===== config.mk =====
export PLATFORM = sky130hd
export DESIGN_NAME = wb_stage
export DESIGN_NICKNAME = d
export VERILOG_FILES = /design/src/rtl/wb_stage.sv
export SDC_FILE = /design/constraint.sdc
export NUM_CORES = 1
export LEC_CHECK = 0
export BUFFER_PORTS_ARGS = -buffer_cell sky130_fd_sc_hd__buf_4
export CORE_UTILIZATION = 52
export CTS_BUF_LIST = sky130_fd_sc_hd__clkbuf_8
export DETAILED_ROUTE_END_ITERATION = 6
export PLACE_DENSITY_LB_ADDON = 0.12
export SLEW_MARGIN = 20
export SYNTH_ARGS = -nofsm -noshare
export SYNTH_HDL_FRONTEND = slang
export SYNTH_SLANG_ARGS = --single-unit

===== constraint.sdc =====
create_clock -name clk -period 3.2 [get_ports clk]
set_input_delay 0.64 -clock clk [delete_from_list [all_inputs] [get_ports clk]]
set_output_delay 0.64 -clock clk [all_outputs]
set_load 0.02 [all_outputs]

===== src/rtl/wb_stage.sv =====
// rtl/wb_stage.sv - writeback stage: load extract/merge, GPR write port, bypass, trace, retire counter
//
// Ports:
//   clk, resetn                 clock, synchronous active-low reset
//   ms_to_ws_valid/ws_allowin   handshake with the MEM stage (ws_allowin is always 1)
//   ms_*                        instruction payload from MEM
//   rf_we/rf_waddr/rf_wdata     register file write port
//   ws_fwd_*                    same-cycle bypass to decode
//   debug_wb_*                  retirement trace
//   retire_cnt                  count of retired instructions
module wb_stage #(
    parameter int DATA_WIDTH = 32,
    parameter int ADDR_WIDTH = 5,
    parameter int CNT_WIDTH  = 32
) (
    input  logic                  clk,
    input  logic                  resetn,
    input  logic                  ms_to_ws_valid,
    output logic                  ws_allowin,
    input  logic [31:0]           ms_pc,
    input  logic                  ms_gr_we,
    input  logic [ADDR_WIDTH-1:0] ms_dest,
    input  logic [DATA_WIDTH-1:0] ms_alu_result,
    input  logic [2:0]            ms_ld_op,
    input  logic [DATA_WIDTH-1:0] ms_rt_value,
    input  logic [DATA_WIDTH-1:0] ms_ld_rdata,
    output logic                  rf_we,
    output logic [ADDR_WIDTH-1:0] rf_waddr,
    output logic [DATA_WIDTH-1:0] rf_wdata,
    output logic                  ws_fwd_valid,
    output logic [ADDR_WIDTH-1:0] ws_fwd_dest,
    output logic [DATA_WIDTH-1:0] ws_fwd_data,
    output logic [31:0]           debug_wb_pc,
    output logic [3:0]            debug_wb_rf_wen,
    output logic [ADDR_WIDTH-1:0] debug_wb_rf_wnum,
    output logic [DATA_WIDTH-1:0] debug_wb_rf_wdata,
    output logic [CNT_WIDTH-1:0]  retire_cnt
);

    localparam logic [2:0] LD_NONE = 3'd0;
    localparam logic [2:0] LD_LB   = 3'd1;
    localparam logic [2:0] LD_LBU  = 3'd2;
    localparam logic [2:0] LD_LH   = 3'd3;
    localparam logic [2:0] LD_LHU  = 3'd4;
    localparam logic [2:0] LD_LW   = 3'd5;
    localparam logic [2:0] LD_LWL  = 3'd6;
    localparam logic [2:0] LD_LWR  = 3'd7;

    logic                  r_ws_valid;
    logic [31:0]           r_pc;
    logic                  r_gr_we;
    logic [ADDR_WIDTH-1:0] r_dest;
    logic [DATA_WIDTH-1:0] r_alu_result;
    logic [2:0]            r_ld_op;
    logic [DATA_WIDTH-1:0] r_rt_value;
    logic [DATA_WIDTH-1:0] r_ld_rdata;
    logic [CNT_WIDTH-1:0]  r_retire_cnt;

    logic                  w_ws_ready_go;
    logic                  w_ws_allowin;
    logic                  w_rf_we;
    logic [1:0]            w_off;
    logic [7:0]            w_byte;
    logic [15:0]           w_half;
    logic [DATA_WIDTH-1:0] w_lwl;
    logic [DATA_WIDTH-1:0] w_lwr;
    logic [DATA_WIDTH-1:0] w_result;

    // WB never stalls, so it can always take a new instruction.
    assign w_ws_ready_go = 1'b1;
    assign w_ws_allowin  = !r_ws_valid || w_ws_ready_go;

    always_ff @(posedge clk) begin
        if (!resetn) begin
            r_ws_valid   <= 1'b0;
            r_pc         <= '0;
            r_gr_we      <= 1'b0;
            r_dest       <= '0;
            r_alu_result <= '0;
            r_ld_op      <= '0;
            r_rt_value   <= '0;
            r_ld_rdata   <= '0;
            r_retire_cnt <= '0;
        end else begin
            if (w_ws_allowin) begin
                r_ws_valid <= ms_to_ws_valid;
            end
            // Payload holds through bubbles so the trace keeps its last values.
            if (ms_to_ws_valid && w_ws_allowin) begin
                r_pc         <= ms_pc;
                r_gr_we      <= ms_gr_we;
                r_dest       <= ms_dest;
                r_alu_result <= ms_alu_result;
                r_ld_op      <= ms_ld_op;
                r_rt_value   <= ms_rt_value;
                r_ld_rdata   <= ms_ld_rdata;
            end
            // Every valid instruction retires on the edge that ends its WB cycle.
            if (r_ws_valid) begin
                r_retire_cnt <= r_retire_cnt + {{(CNT_WIDTH-1){1'b0}}, 1'b1};
            end
        end
    end

    assign w_off = r_alu_result[1:0];

    always_comb begin
        w_byte   = 8'h00;
        w_half   = 16'h0000;
        w_lwl    = r_ld_rdata;
        w_lwr    = r_ld_rdata;
        w_result = r_alu_result;

        case (w_off)
            2'd0:    w_byte = r_ld_rdata[7:0];
            2'd1:    w_byte = r_ld_rdata[15:8];
            2'd2:    w_byte = r_ld_rdata[23:16];
            default: w_byte = r_ld_rdata[31:24];
        endcase

        // Halfword loads use only a[1]; a[0] misalignment is trapped upstream.
        w_half = w_off[1] ? r_ld_rdata[31:16] : r_ld_rdata[15:0];

        // LWL fills from the top with the low bytes of the word; LWR fills
        // from the bottom with the high bytes. Unfilled bytes keep old rt.
        case (w_off)
            2'd0:    w_lwl = {r_ld_rdata[7:0],  r_rt_value[23:0]};
            2'd1:    w_lwl = {r_ld_rdata[15:0], r_rt_value[15:0]};
            2'd2:    w_lwl = {r_ld_rdata[23:0], r_rt_value[7:0]};
            default: w_lwl = r_ld_rdata;
        endcase
        case (w_off)
            2'd0:    w_lwr = r_ld_rdata;
            2'd1:    w_lwr = {r_rt_value[31:24], r_ld_rdata[31:8]};
            2'd2:    w_lwr = {r_rt_value[31:16], r_ld_rdata[31:16]};
            default: w_lwr = {r_rt_value[31:8],  r_ld_rdata[31:24]};
        endcase

        case (r_ld_op)
            LD_NONE: w_result = r_alu_result;
            LD_LB:   w_result = {{(DATA_WIDTH-8){w_byte[7]}}, w_byte};
            LD_LBU:  w_result = {{(DATA_WIDTH-8){1'b0}}, w_byte};
            LD_LH:   w_result = {{(DATA_WIDTH-16){w_half[15]}}, w_half};
            LD_LHU:  w_result = {{(DATA_WIDTH-16){1'b0}}, w_half};
            LD_LW:   w_result = r_ld_rdata;
            LD_LWL:  w_result = w_lwl;
            LD_LWR:  w_result = w_lwr;
            default: w_result = r_alu_result;
        endcase
    end

    // r0 writes are dropped here so neither the RF nor the trace sees them.
    assign w_rf_we = r_ws_valid && r_gr_we && (r_dest != '0);

    assign ws_allowin        = w_ws_allowin;
    assign rf_we             = w_rf_we;
    assign rf_waddr          = r_dest;
    assign rf_wdata          = w_result;
    assign ws_fwd_valid      = w_rf_we;
    assign ws_fwd_dest       = r_dest;
    assign ws_fwd_data       = w_result;
    assign debug_wb_pc       = r_pc;
    assign debug_wb_rf_wen   = {4{w_rf_we}};
    assign debug_wb_rf_wnum  = r_dest;
    assign debug_wb_rf_wdata = w_result;
    assign retire_cnt        = r_retire_cnt;

endmodule

==> metrics.md <==
| Metric | Value |
|---|---|
| Share of cells above drive strength 1 | 34.1% |
| RSZ-0062 raised after global routing | false |
| Post-Syn Nets | about 1,100 |
| Rows | 47 |
| WP data arrival | roughly 2.5 ns |
| Worst-case clock buffer depth | 2 |
| Mean post-synth cell area | around 9.0 um^2 |
| CTS tree | yes |
| Clock transition at path regs | about 0.10 ns |
| Status | finished clean |
| Num CTS Buffers | 17 |
| Core ar. | between 15,000 and 20,000 um^2 |
| Fin worst setup slack | between 0.1 and 0.15 ns |
| Max-cap violations | 0 |
| First-pass GRT wire length | roughly 42,000 um |
| Minimum clock period | 3.09 ns |
| CTS Sinks | 170 |
| Top-Level Pins | 322 |
| DR pass1 iterations | 5 |
| Worst hold path type | input port to register |
| Final TNS setup | 0 ns |
| Final Max Slew Viols | 0 |
| Finish-stage setup viols | 0 |
| Synthesized area | 9010 um^2 |
| Seq/Total Area, Yosys | around 38% |
| Synth top cells by count | nor2_1, mux2i_1, dfxtp_1 |
| Number of synthesized flops with an enable pin | 0 |
| Largest net degree at the start of global routing | 63 |
| Die Area | between 15,000 and 20,000 um^2 |
| Worst Skew | roughly 0.0075 ns |
| Vias in the first global route | a little under 8,000 |
| Clock Latency Late Sink | around 0.46 ns |
| Crit. End Element | primary output |
| Worst EP required | 2.56 ns |
| Grt ovf | 0 |
| Buffers on Ports | 320 |
| Pre-CTS setup slack | 0.367 ns |
| Worst Setup Start Kind | register |
| Total leakage power | 5.24 nW |
| Peak supply drop | 0.386 mV |
| Global router's overall resource usage | ~30% |
| Hpwl dp | slightly above 20,000 um |
| Netlist cell types | slightly above 60 |
| Diode count | 0 |
| Max Clk Rate | 0.324 GHz |
| Area leader, netlist | dfxtp_1 |
| Die Y-Extent | about 130 um |
| Overall power | roughly 0.0052 W |
| Most common cell in the netlist | nor2_1 |
| Top cell type's share of synthesized area | a little under two fifths |
| Htree depth | 4 |
| CTS root buf | clkbuf_8 |
| # DRC | 0 |
| Area contributors post-synth | dfxtp_1, mux2i_1, nor2_1, buf_4, mux2_2 |
| Seq cells post-synth | 170 |
| WHS | 0.405 ns |
| PD cells | between 400 and 500 nW/um^2 |
| Initial antenna violation count | 0 |
| Ys async rst share | 0% |
| WL per Instance | 19.0 um |
| Layout filler cell count | about 1,400 |
| Main synth FF type | dfxtp_1 |
| Area Growth Syn to Fin | 27.5% |
| Cells after Synth | between 1,000 and 1,500 |
| DRT iter0 DRCs | about 570 |
| Via density | roughly 5.7 |
| Vias | 8,273 |
| Final Hold Vio Count | 0 |
| Initial core utilization | 53.8% |
| Crit path kind | register to primary output |
| Synth Warn # | 0 |
| Final worst path period share | between 90 and 100% |
| Die Width | about 130 um |
| Net total in the final layout | approximately 1,400 |
| Tightest Pin Transition | 0.771 ns |
| Maximum fanout along the worst path | 14 |
| Post-Route WL | 27,600 um |
| Routed Antenna Nets | 0 |
| Final Wtd Congestion | ~0.92 |
| Slew HR | 48.3% |
==> critical path, stage by stage, from the launching register on <==
cell,delay (ns)
dfxtp_4,0.42
buf_4,0.20
o21ai_1,0.12
buf_4,0.26
nand2_1,0.10
a311o_1,0.38
a31oi_1,0.31
buf_4,0.21
==> report_power, final <==
| part | leakage (nW) | internal [W] | switching [W] |
|---|---|---|---|
| combinational | 3.64 | 0.000635 | 0.000763 |
| clock | 0.199 | 0.000674 | 0.000803 |
| sequential | 1.40 | 0.00222 | 0.000122 |
==> registers in the layout, summed over array words and instances, names as in the netlist <==
register          count
debug_wb_pc          32
r_ld_op               3
r_ld_rdata           32
r_gr_we               1
retire_cnt           32
debug_wb_rf_wnum      5
r_rt_value           32
r_ws_valid            1
r_alu_result         32
==> logic make-up after synthesis <==
| logic type | synth area share, % |
|---|---|
| XOR/XNOR | 1.07 |
| AO/OA/AOI/OAI | 13.5 |
| adder cells (fa/ha/maj) | 0.139 |
| AND/OR/NAND/NOR | 13.9 |
| other | 0.0416 |
| flip-flops | 37.8 |
| buffers and inverters | 10.6 |
| multiplexers | 23.0 |
==> routing by layer <==
layer  global-route usage [%]  wire (um)  vias to the layer above
met1                     35.6      10900                     3873
li1                         -          -                     3942
met4                     14.4       1040                        0
met2                     51.0      13300                      392
met5                        0          0                        -
met3                     8.14       2310                       66
==> through the flow <==
stage	util (%)	instances	area, um^2
2_1_floorplan	-	1006	9010
3_3_place_gp	66.0	1424	11100
3_5_place_dp	66.0	1424	11100
4_1_cts	68.3	1455	11500
5_1_grt	68.6	1456	11500
6_report	68.6	1456	11500
==> area by class of cell <==
type / count / area [um^2] / share of cell area [%]
Multi-Input combinational cell: 671 / 4680 / 40.7
Sequential cell: 170 / 3410 / 29.7
Timing Repair Buffer: 352 / 2700 / 23.5
Clock buffer: 20 / 275 / 2.40
Tap cell: 220 / 275 / 2.40
Clock inverter: 11 / 97.6 / 0.849
Inverter: 12 / 47.5 / 0.414
==> path summary, 6_finish.rpt <==
check | startpoint | end | slack [ns] | cells after the start
hold / removal | ms_pc[25] | debug_wb_pc[25] | 0.41 | 3
setup reg to reg | retire_cnt[0] | retire_cnt[20] | 0.89 | 5
hold reg to reg | retire_cnt[31] | retire_cnt[31] | 0.50 | 2
setup / recovery | r_alu_result[1] | rf_wdata[8] | 0.11 | 7
==> cell usage in the layout (no fill, tap or decap), types with 4 or more instances in the layout <==
master and instances:
a21o_1 7, nand2_1 40, mux2_2 22, o32a_1 7, buf_4 346, or3_1 8, mux2i_1 182, a311o_1 6
o22a_1 8, or4_1 7, xnor2_1 8, a31oi_2 4, o2bb2ai_1 9, nor2_1 185, o41ai_1 7, clkbuf_8 20
a21oi_1 31, buf_12 4, nand3_1 7, o311ai_0 7, a22oi_1 8, nand4_1 6, o31ai_1 6, a31oi_1 13
inv_1 12, a211oi_1 7, dfxtp_1 165, o22ai_1 8, nand2b_1 8, nor4_1 5, o21ai_0 16, a32oi_1 7
a22o_1 6
==> repair_timing <==
action	in CTS	in global routing
endpoints found under the setup margin	61	96
cloned	0	0
gates resized for setup	3	8
setup buffers	0	1
hold buffers	0	0
Note: power is estimated with default switching activity, not from simulation.
